$ cat src/rtl/riscv_fetch.sv
// RISC-V instruction fetch: PC register, single-cycle-latency imem interface,
// small FIFO fetch buffer feeding decode, with redirect and misaligned-target fault.
module riscv_fetch #(
   parameter logic [31:0] RESET_PC  = 32'h0000_0000,
   parameter int          BUF_DEPTH = 2
) (
   input  logic        clk,
   input  logic        rst,
   output logic        imem_req,
   output logic [31:0] imem_addr,
   input  logic [31:0] imem_rdata,
   input  logic        br_taken,
   input  logic [31:0] br_target,
   output logic        if_valid,
   output logic [31:0] if_instr,
   output logic [31:0] if_pc,
   input  logic        id_ready,
   output logic        fetch_fault
);

   localparam int AW = $clog2(BUF_DEPTH);
   localparam int CW = AW + 1;
   localparam logic [CW:0] DEPTH_C = (CW + 1)'(BUF_DEPTH);

   logic [31:0]   r_pc;
   logic [31:0]   r_inflight_pc;
   logic          r_inflight;
   logic          r_fault;
   logic [AW-1:0] r_head;
   logic [AW-1:0] r_tail;
   logic [CW-1:0] r_count;
   logic [31:0]   r_buf_instr [BUF_DEPTH];
   logic [31:0]   r_buf_pc    [BUF_DEPTH];

   logic          w_redirect;
   logic          w_pop;
   logic          w_write;
   logic [CW:0]   w_occ;

   // A redirect is honoured only while no fault is latched.
   assign w_redirect = br_taken & ~r_fault;

   assign if_valid  = rst & (r_count != '0);
   assign if_instr  = if_valid ? r_buf_instr[r_head] : 32'h0;
   assign if_pc     = if_valid ? r_buf_pc[r_head]    : 32'h0;
   assign w_pop     = if_valid & id_ready & ~br_taken;

   // Slots committed next cycle: buffered + returning response - departing head.
   assign w_occ     = {1'b0, r_count} + (CW + 1)'(r_inflight) - (CW + 1)'(w_pop);
   assign imem_req  = rst & ~r_fault & ~br_taken & (w_occ < DEPTH_C);
   assign imem_addr = rst ? r_pc : RESET_PC;

   assign w_write     = r_inflight & ~w_redirect;
   assign fetch_fault = r_fault;

   always_ff @(posedge clk) begin
      // NOTE: all state uses non-blocking assignments so every register samples
      // pre-edge values, independent of statement order.
      if (!rst) begin
         r_pc          <= RESET_PC;
         r_inflight    <= 1'b0;
         r_inflight_pc <= RESET_PC;
         r_fault       <= 1'b0;
         r_head        <= '0;
         r_tail        <= '0;
         r_count       <= '0;
      end else begin
         r_inflight    <= imem_req;
         r_inflight_pc <= r_pc;
         if (w_redirect) begin
            r_pc    <= br_target;
            r_head  <= '0;
            r_tail  <= '0;
            r_count <= '0;
            if (br_target[1:0] != 2'b00) r_fault <= 1'b1;
         end else begin
            if (imem_req) r_pc   <= r_pc + 32'd4;
            if (w_write)  r_tail <= r_tail + AW'(1);
            if (w_pop)    r_head <= r_head + AW'(1);
            r_count <= r_count + CW'(w_write) - CW'(w_pop);
         end
      end
   end

   always_ff @(posedge clk) begin
      // NOTE: buffer storage is not reset; entries are only observed once the
      // reset pointers/count mark them valid, so a reset here buys nothing.
      if (rst && w_write) begin
         r_buf_instr[r_tail] <= imem_rdata;
         r_buf_pc[r_tail]    <= r_inflight_pc;
      end
   end

endmodule

$ cat config.mk
export PLATFORM = sky130hd
export DESIGN_NAME = riscv_fetch
export DESIGN_NICKNAME = d
export VERILOG_FILES = /design/src/rtl/riscv_fetch.sv
export SDC_FILE = /design/constraint.sdc
export NUM_CORES = 1
export LEC_CHECK = 0
export CORE_MARGIN = 2
export CORE_UTILIZATION = 46
export CTS_CLUSTER_SIZE = 28
export DETAILED_ROUTE_END_ITERATION = 12
export PLACE_DENSITY = 0.76
export SYNTH_ARGS = -nofsm -noshare
export SYNTH_HDL_FRONTEND = slang
export SYNTH_SLANG_ARGS = --single-unit
$ cat constraint.sdc
create_clock -name clk -period 5.5 [get_ports clk]
set_input_delay 1.65 -clock clk [delete_from_list [all_inputs] [get_ports clk]]
set_output_delay 1.65 -clock clk [all_outputs]
set_load 0.01 [all_outputs]
==> results.txt, run 1 <==
----------------------------------------------------
[Status]
  Status ... finished, final reports clean

[Floorplanning]
  Die width ... 135 um
  Die Height ... 135 um
  Die area ... 18100 um^2
  Area of the core region ... 16600 um^2
  Count of standard-cell rows ... 47
  Number of top-level design ports ... 167
  Initial core utilization ... 47.2%

[Synthesis]
  Mean instance size in the synthesized netlist ... 12.5 um^2
  Post-synthesis share of cell area spent on xor and xnor gates ... 1.78%
  Area share of and/or/nand/nor cells after synthesis ... 13.5%
  Total nets after synthesis ... 698
  Leading area contributor after synthesis ... sky130_fd_sc_hd__edfxtp_1
  Arithmetic-cell share of the synthesized area counting full adders, half adders and majority gates ... 0.574%
  Number of distinct library cell variants in the gate-level netlist after synthesis ... 47
  Share of synthesized area spent on multiplexers ... 8.29%
  Flip-flop and latch count after synthesis ... 199
  Complex-gate fraction of the synthesized area ... 6.66%
  Sequential area share after synthesis ... 67.1%
  Warnings from Yosys ... 0
  Ranking of synthesized cells by area ... sky130_fd_sc_hd__edfxtp_1, sky130_fd_sc_hd__dfxtp_1, sky130_fd_sc_hd__mux2i_1, sky130_fd_sc_hd__nor2_1, sky130_fd_sc_hd__and2_1
  Cells after synthesis ... 627
  Post-synthesis cell area ... 7850 um^2
  Main combinational cell family by area after synthesis ... simple AND/OR/NAND/NOR gates
  Share of Yosys cell area claimed by the top area cell type ... 49.0%

[Placement]
  Routability-driven placement congestion ratio ... 0.854
  Detailed placement HPWL ... 11600 um
  Pre-CTS setup slack ... -0.575 ns
  Number of buffers added on ports ... 166

[Global route]
  Largest net degree at the start of global routing ... 66
  Via count of the first global-routing pass ... 5348
  Antenna violations before repair ... 0
  Congestion Overflow GR ... 0
  Wire length of the first global-routing pass ... 27800 um
  GRT Total Usage ... 19.8%

[Finish]
  Utilization after layout ... 62.6%
  Fin nets ... 870
  Layout cell share with drive strength beyond 1 ... 7.64%
  Antenna diode count ... 0
  P&R area growth vs syn ... 32.7%
  Filler cell count ... 1280
  Commonest cells after routing, fill and taps aside ... sky130_fd_sc_hd__clkdlybuf4s50_1, sky130_fd_sc_hd__edfxtp_1, sky130_fd_sc_hd__nor2_1, sky130_fd_sc_hd__dfxtp_1, sky130_fd_sc_hd__mux2i_1
  Most common library cell in the layout ignoring fill and taps ... sky130_fd_sc_hd__clkdlybuf4s50_1

[Clock network]
  Clock tree from TritonCTS ... built
  Cell at the root of the clock tree ... sky130_fd_sc_hd__clkbuf_16
  Clock latency on the worst-skew pair ... 0.42 ns
  # H-tree levels ... 4
  Clock-pin slew on the worst setup and hold paths ... 0.07 ns
  Num CTS Buffers ... 17
  Number of sinks driven by the clock tree ... 199
  Clock tree buffer depth ... 2

[Routing]
  Count of routing violations after the opening detailed-route iteration ... 424
  Via count ... 5542
  Highest routed layer ... met4
  Via-to-Cell Ratio ... 5.37
  Routed wire length ... 17700 um
  Post-detailed-route wirelength per cell ... 17.1 um
  Number of nets with antenna violations after routing ... 0
  Amount of wire on met3 after detailed routing ... 1120 um
  Met2 wire length ... 8700 um
  Total routed wire length on the met1 layer ... 7470 um
  DRC viols ... 0
  Pre-antenna DRT Iters ... 5

[Critical path]
  Launch instance of the worst register-to-register path ... r_count[1]
  Data required time at the worst endpoint ... 3.85 ns
  Terminus of the critical flop-to-flop path ... r_pc[19]
  Startpoint of the worst setup timing path ... rst
  Crit path capture type ... primary output
  R2R cell count ... 12
  Element type at the critical path start ... input port
  R2R Setup Slk ... 2.32 ns
  Arrival time at the worst endpoint ... 3.73 ns
  Biggest fanout along the worst timing path ... 3
  End point of the critical path ... imem_req
  Type of the worst setup path ... in -> out

[STA]
  Normalized max-slew margin ... 22.8%
  Maximum clock skew at final layout ... 0.00860 ns
  Total setup violations reported at the end of the flow ... 0
  Crit path setup slack, layout ... 0.124 ns
  Final cycle utilization of the critical path ... 97.7%
  Min Clock Period, post-route ... 5.38 ns
  Peak Freq ... 186 MHz
  Setup tns final ... 0 ns
  Unrepaired setup endpoints after global routing ... no
  Final-report hold violation count ... 0
  Final slew viol count ... 0
  Worst Tran Pin Value ... 1.16 ns

[Min path]
  Path category of the worst min-delay check ... reg -> reg

[Power and ir drop]
  Worst voltage drop across the vdd grid ... 0.000223 V
  Power Density ... 293 nW/um^2
  Static Leak ... 0.00344 uW

[Flow run]
  Number of max-cap violations ... 0

----------------------------------------------------
[layer usage]
metal | track usage, % | vias to the layer above
met5 | 0 | -
met4 | 8.48 | 0
met3 | 3.79 | 31
met2 | 33.0 | 221
met1 | 25.4 | 2658
li1 | - | 2632
[critical path, cell delays in order]
cell and delay [ns]:
sky130_fd_sc_hd__clkdlybuf4s15_1 0.21, sky130_fd_sc_hd__o21ai_4 0.08, sky130_fd_sc_hd__inv_2 0.05, sky130_fd_sc_hd__nand3b_1 0.13, sky130_fd_sc_hd__nor2_2 0.06, sky130_fd_sc_hd__buf_4 0.14, sky130_fd_sc_hd__buf_4 0.13, sky130_fd_sc_hd__fa_1 0.52
sky130_fd_sc_hd__nand3b_1 0.11, sky130_fd_sc_hd__or3_4 0.43, sky130_fd_sc_hd__inv_4 0.07, sky130_fd_sc_hd__buf_2 0.12
[cells in the mapped netlist, drive strengths merged]
cell type,instances
a211oi,2
a21o,1
a21oi,18
a221oi,1
a22oi,5
a311oi,1
a31oi,5
a32oi,3
and2,33
and3,6
and4,3
buf,19
clkbuf,15
dfxtp,71
edfxtp,128
fa,1
ha,2
inv,7
mux2i,65
nand2,32
nand2b,2
nand3,11
nand3b,2
nand4,14
nand4b,1
nor2,93
nor2b,3
nor3,4
nor3b,1
nor4,9
o211ai,3
o21a,2
o21ai,32
o22ai,3
o2bb2ai,1
o311ai,5
o31a,2
o41a,1
or3,3
or4,1
xnor2,10
xor2,6
[per-stage QoR]
stage / power (uW) / instances / hold WS [ns] / instance area (um^2)
finish: 3050 / 1032 / 0.428 / 10400
global route: 3150 / 1032 / 0.431 / 10400
CTS: 3070 / 1031 / 0.427 / 10400
detailed placement: 1910 / 994 / 0.410 / 9810
global placement: 1900 / 994 / 0.405 / 9810
floorplan: 1780 / 627 / 0.404 / 7850
[area by class of cell]
cell class,instances,area [um^2],share of cell area (%)
well taps,220,275,2.64
clock inverters,12,114,1.09
inverters,7,28.8,0.276
repair buffers,187,1840,17.7
clock buffers,20,447,4.29
flip-flops and latches,199,5270,50.6
multi-input cells,387,2440,23.4
[repair_timing]
action	4_1_cts	5_1_grt
pin swaps	4	4
gates resized for setup	8	5
hold buffers	0	0
hold endpoints to repair	0	0
endpoints found under the setup margin	1	1
buffers inserted	5	1
[state kept, by name, indices dropped and copies added (netlist names), named ones only]
| name | cells |
|---|---|
| r_buf_pc | 64 |
| r_count | 2 |
| fetch_fault | 1 |
| r_pc | 32 |
| r_buf_instr | 64 |
| r_head | 1 |
| r_tail | 1 |
| r_inflight_pc | 32 |
| r_inflight | 1 |
[worst min path at each step]
stage	start	end	slack [ns]	cells after the start
6_report	r_inflight_pc[3]	r_buf_pc[1][3]	0.43	0
5_1_grt	r_inflight_pc[30]	r_buf_pc[1][30]	0.43	0
4_1_cts	r_inflight_pc[3]	r_buf_pc[1][3]	0.43	0
3_5_place_dp	r_inflight_pc[3]	r_buf_pc[1][3]	0.41	0
3_3_place_gp	r_inflight_pc[27]	r_buf_pc[0][27]	0.41	0
2_1_floorplan	r_inflight_pc[0]	r_buf_pc[0][0]	0.40	0
[logic make-up (layout without fill, tap and decap cells)]
group / after synthesis / in the layout
simple gates: 218 / 218
flops: 199 / 199
compound gates: 85 / 85
mux: 65 / 65
buf+inv: 41 / 226
xor+xnor: 16 / 16
fa+ha+maj: 3 / 3
[report_power, final]
group | internal, uW | total [uW] | switching, uW | leakage [uW]
registers | 1630 | 1660 | 34.1 | 0.00176
logic | 113 | 215 | 102 | 0.00140
clock network | 643 | 1180 | 534 | 0.000273
total | 2380 | 3050 | 670 | 0.00344
(Power assumes the default switching activity.)
==> run 2, diff against run 1 <==
CORE_MARGIN = unset   (was 2)
==> results.txt, run 2 (synthesized netlist as in run 1, its figures left out) <==
----------------------------------------------------
[Placement]
  Number of buffers added on ports ... 166
  Pre-CTS setup slack ... -0.537 ns
  Detailed placement HPWL ... 11800 um
  Routability-driven placement congestion ratio ... 0.859

[Finish]
  Utilization after layout ... 62.8%
  Most common library cell in the layout ignoring fill and taps ... sky130_fd_sc_hd__clkdlybuf4s50_1
  Filler cell count ... 1266
  Layout cell share with drive strength beyond 1 ... 7.62%
  Registers with the highest flip-flop counts ... r_buf_instr: 64 flops, r_buf_pc: 64 flops
  Antenna diode count ... 0
  P&R area growth vs syn ... 33.1%
  Fin nets ... 872
  Commonest cells after routing, fill and taps aside ... sky130_fd_sc_hd__clkdlybuf4s50_1, sky130_fd_sc_hd__edfxtp_1, sky130_fd_sc_hd__nor2_1, sky130_fd_sc_hd__dfxtp_1, sky130_fd_sc_hd__mux2i_1

[Power and ir drop]
  Power Density ... 299 nW/um^2
  Worst voltage drop across the vdd grid ... 0.000208 V
  Static Leak ... 0.00345 uW

[Clock network]
  # H-tree levels ... 4
  Clock latency on the worst-skew pair ... 0.43 ns
  Num CTS Buffers ... 17
  Clock tree from TritonCTS ... built
  Clock tree buffer depth ... 2
  Clock-pin slew on the worst setup and hold paths ... 0.06 ns
  Number of sinks driven by the clock tree ... 199
  Cell at the root of the clock tree ... sky130_fd_sc_hd__clkbuf_16

[Routing]
  Via-to-Cell Ratio ... 5.31
  Post-detailed-route wirelength per cell ... 16.9 um
  Total routed wire length on the met1 layer ... 7500 um
  Highest routed layer ... met4
  Met2 wire length ... 8650 um
  Pre-antenna DRT Iters ... 6
  Amount of wire on met3 after detailed routing ... 1070 um
  DRC viols ... 0
  Via count ... 5495
  Routed wire length ... 17500 um
  Number of nets with antenna violations after routing ... 0
  Count of routing violations after the opening detailed-route iteration ... 408

[Critical path]
  Element type at the critical path start ... input port
  Arrival time at the worst endpoint ... 3.73 ns
  Crit path capture type ... primary output
  Data required time at the worst endpoint ... 3.85 ns
  Slowest stage cell on the critical path ... sky130_fd_sc_hd__fa_1
  Biggest fanout along the worst timing path ... 3
  Type of the worst setup path ... in -> out
  R2R cell count ... 12
  Terminus of the critical flop-to-flop path ... r_pc[19]
  Maximum cell stage delay along the critical path ... 0.52 ns
  Critical path cell sequence ... clkdlybuf4s15_1 -> o21ai_4 -> inv_2 -> nand3b_1 -> nor2_2 -> buf_4 -> buf_4 -> fa_1 -> nand3b_1 -> or3_4 -> inv_4 -> buf_2
  R2R Setup Slk ... 2.31 ns
  Launch instance of the worst register-to-register path ... r_count[1]

[Floorplanning]
  Die area ... 17600 um^2
  Initial core utilization ... 47.2%
  Area of the core region ... 16600 um^2
  Die width ... 133 um
  Count of standard-cell rows ... 47
  Number of top-level design ports ... 167
  Die Height ... 133 um

[Min path]
  Path category of the worst min-delay check ... reg -> reg
  Hold Startpoint ... r_inflight_pc[0]
  Worst Hold Depth ... 0
  Hold Path Sink ... r_buf_pc[1][0]

[Global route]
  Wire length of the first global-routing pass ... 27600 um
  Largest net degree at the start of global routing ... 66
  Via count of the first global-routing pass ... 5277
  Antenna violations before repair ... 0
  Congestion Overflow GR ... 0
  GRT Total Usage ... 20.4%

[Flow run]
  Number of max-cap violations ... 0

[STA]
  Crit path setup slack, layout ... 0.118 ns
  Total setup violations reported at the end of the flow ... 0
  Final cycle utilization of the critical path ... 97.9%
  Normalized max-slew margin ... 24.7%
  Final slew viol count ... 0
  Worst Tran Pin Value ... 1.13 ns
  Maximum clock skew at final layout ... 0.00947 ns
  Unrepaired setup endpoints after global routing ... no
  Final-report hold violation count ... 0
  Peak Freq ... 186 MHz
  Min Clock Period, post-route ... 5.38 ns

[Status]
  Status ... finished, final reports clean

----------------------------------------------------
## run 2: cell count changes in the layout (fill, tap and decap cells not counted), sizes merged
cell / change
inv: -2
clkinv: +1
bufinv: +2
dlygate4sd2: +1
buf: +2
dlymetal6s2s: -1
clkinvlp: +1
clkbuf: -2
## run 2: worst max-delay path by stage
stage	to	depth (start not counted)	slack, ns	from
after floorplan	r_buf_instr[0][0]	4	0.25	br_taken
after global placement	imem_req	11	-0.51	rst
after detailed placement	imem_req	11	-0.54	rst
after CTS	imem_req	12	0.06	rst
after global routing	imem_req	12	0.004	rst
final	imem_req	12	0.12	rst
## run 2: power by group
group,internal (uW),switching [uW]
Clock,719,531
Combinational,113,100
Sequential,1630,33.8
Total,2460,665
## run 2: cell type report
class / count / area [um^2] / share of cell area [%]
tap: 220 / 275 / 2.63
multi-input combinational: 387 / 2440 / 23.4
timing repair buffer: 189 / 1840 / 17.6
clock inverter: 14 / 170 / 1.63
clock buffer: 18 / 429 / 4.11
sequential: 199 / 5270 / 50.4
inverter: 7 / 28.8 / 0.275
## run 2: what timing repair did
| action | 4_1_cts | 5_1_grt |
|---|---|---|
| gates cloned | 0 | 0 |
| resized for setup | 8 | 5 |
| pin swaps | 3 | 3 |
| hold buffers | 0 | 0 |
| setup endpoints to repair | 1 | 1 |
| buffers inserted | 2 | 1 |
## run 2: stage by stage
stage,setup TNS (ns),power (uW),hold slack (ns),cells,cell area (um^2)
floorplan,0,1780,0.404,627,7850
global placement,-0.506,1900,0.404,999,9830
detailed placement,-0.537,1900,0.411,999,9830
CTS,0,3150,0.431,1033,10400
global route,0,3220,0.437,1034,10500
finish,0,3120,0.428,1034,10500
## run 2: critical path: cells and delay by family
kind | cells | cell delay [ns]
compound gates | 1 | 0.09
fa+ha+maj | 1 | 0.52
simple gates | 4 | 0.75
buf+inv | 6 | 0.73
## run 2: routing by layer
metal / vias up / GRT usage (%)
met5: - / 0
met4: 0 / 6.58
met3: 16 / 5.02
met2: 201 / 34.1
met1: 2643 / 26.0
li1: 2635 / -
==> run 3, diff against run 2 <==
SLEW_MARGIN = 40   (was unset)
==> results.txt, run 3 (synthesized netlist as in run 1, its figures left out) <==
----------------------------------------------------
[Placement]
  Total instance count after detailed placement ... 1001
  Area after detailed placement ... 9870 um^2
  Detailed placement HPWL ... 12100 um
  Routability-driven placement congestion ratio ... 0.859
  Number of buffers added on ports ... 166

[Floorplanning]
  Area of the core region ... 16600 um^2
  Die width ... 133 um
  Number of top-level design ports ... 167
  Die Height ... 133 um
  Count of standard-cell rows ... 47
  Initial core utilization ... 47.2%
  Die area ... 17600 um^2

[STA]
  Worst hold slack ... 0.425 ns
  Total setup violations reported at the end of the flow ... 0
  Maximum clock skew at final layout ... 0.00942 ns
  Worst Tran Pin Value ... 0.793 ns
  Unrepaired setup endpoints after global routing ... no
  Min Clock Period, post-route ... 5.37 ns
  Final cycle utilization of the critical path ... 97.6%
  Final slew viol count ... 0
  Normalized max-slew margin ... 47.0%
  Peak Freq ... 186 MHz
  Final-report hold violation count ... 0
  Setup tns final ... 0 ns

[Clock network]
  Clock tree buffer depth ... 2
  Cell at the root of the clock tree ... sky130_fd_sc_hd__clkbuf_16
  Clock tree from TritonCTS ... built
  Clock latency on the worst-skew pair ... 0.42 ns
  Number of sinks driven by the clock tree ... 199
  # H-tree levels ... 4
  Clock-pin slew on the worst setup and hold paths ... 0.07 ns
  Num CTS Buffers ... 17

[Routing]
  DRC viols ... 0
  Post-detailed-route wirelength per cell ... 17.0 um
  Count of routing violations after the opening detailed-route iteration ... 438
  Via-to-Cell Ratio ... 5.28
  Routed wire length ... 17600 um
  Pre-antenna DRT Iters ... 5
  Via count ... 5467
  Number of nets with antenna violations after routing ... 0

[Power and ir drop]
  Sw Ratio ... 20.9%
  Clock share of power ... 39.8%
  Internal power ... 2470 uW
  Static Leak ... 0.00348 uW
  Logic gate share of total power ... 6.9%
  Worst voltage drop across the vdd grid ... 0.000220 V
  Psw ... 650 uW
  Power Density ... 297 nW/um^2
  Relative contribution of sequential cells to total power ... 53.3%

[Flow run]
  Number of max-cap violations ... 0

[Finish]
  Filler cell count ... 1256
  Post-Layout Inst Area ... 10500 um^2
  Utilization after layout ... 63.1%
  P&R area growth vs syn ... 33.7%
  Registers with the highest flip-flop counts ... r_buf_instr: 64 flops, r_buf_pc: 64 flops
  Antenna diode count ... 0
  Fin nets ... 874
  Most common library cell in the layout ignoring fill and taps ... sky130_fd_sc_hd__clkdlybuf4s50_1
  Final cell count without fillers ... 1036
  Commonest cells after routing, fill and taps aside ... sky130_fd_sc_hd__clkdlybuf4s50_1, sky130_fd_sc_hd__edfxtp_1, sky130_fd_sc_hd__nor2_1, sky130_fd_sc_hd__dfxtp_1, sky130_fd_sc_hd__mux2i_1
  Layout cell share with drive strength beyond 1 ... 8.33%

[Status]
  Status ... finished, final reports clean

[Critical path]
  Element type at the critical path start ... input port
  Data required time at the worst endpoint ... 3.85 ns
  Biggest fanout along the worst timing path ... 3
  Crit path capture type ... primary output
  Type of the worst setup path ... in -> out
  Arrival time at the worst endpoint ... 3.72 ns

[Global route]
  Congestion Overflow GR ... 0
  Antenna violations before repair ... 0
  Largest net degree at the start of global routing ... 66
  Wire length of the first global-routing pass ... 27800 um
  GRT Total Usage ... 20.4%
  Via count of the first global-routing pass ... 5381

[Min path]
  Path category of the worst min-delay check ... reg -> reg

----------------------------------------------------
==> run 3: timing repair <==
| item | CTS | global route |
|---|---|---|
| gates cloned | 0 | 0 |
| hold buffers | 0 | 0 |
| buffers inserted | 2 | 1 |
| endpoints found under the setup margin | 1 | 1 |
| pin swaps | 2 | 4 |
| resized for setup | 8 | 7 |
==> run 3: worst max-delay path, cell delays in order <==
cell                            delay (ns)
sky130_fd_sc_hd__dlygate4sd2_1        0.26
sky130_fd_sc_hd__nand3b_1             0.19
sky130_fd_sc_hd__nor2_2               0.06
sky130_fd_sc_hd__buf_4                0.13
sky130_fd_sc_hd__buf_4                0.13
sky130_fd_sc_hd__fa_2                 0.54
sky130_fd_sc_hd__nand3b_1             0.12
sky130_fd_sc_hd__or3_4                0.44
sky130_fd_sc_hd__inv_4                0.07
sky130_fd_sc_hd__buf_2                0.12
==> run 3: cell type report <==
type / count / area, um^2 / area share, %
sequential: 199 / 5270 / 50.2
clock inverter: 9 / 113 / 1.07
tap: 220 / 275 / 2.62
clock buffer: 23 / 489 / 4.66
inverter: 7 / 28.8 / 0.274
multi-input combinational: 387 / 2450 / 23.3
timing repair buffer: 191 / 1880 / 17.9
==> run 3: routing by layer <==
layer / GRT usage (%) / vias up / wire [um]
li1: - / 2639 / -
met1: 25.6 / 2601 / 7530
met2: 34.8 / 207 / 8720
met3: 4.94 / 20 / 1050
met4: 6.26 / 0 / 299
met5: 0 / - / 0
==> run 3: final timing paths <==
path              slack (ns)              end  depth (start not counted)              start
setup reg to reg        2.29         r_pc[19]                         12         r_count[1]
hold reg to reg         0.42  r_buf_pc[1][19]                          0  r_inflight_pc[19]
hold / removal          0.42  r_buf_pc[1][19]                          0  r_inflight_pc[19]
setup / recovery        0.13         imem_req                         10           br_taken
==> run 3: power groups by stage <==
stage	clock (uW)	combinational, uW	sequential (uW)
5_1_grt	1320	231	1660
3_3_place_gp	0	207	1690
6_report	1240	214	1660
4_1_cts	1260	215	1660
2_1_floorplan	0	94.3	1680
3_5_place_dp	0	213	1690
==> run 3: stage by stage <==
stage          total power, uW  setup slack [ns]
2_1_floorplan             1780             0.252
3_3_place_gp              1900            -0.506
3_5_place_dp              1910            -0.554
4_1_cts                   3140           0.00231
5_1_grt                   3220            0.0605
6_report                  3120             0.134
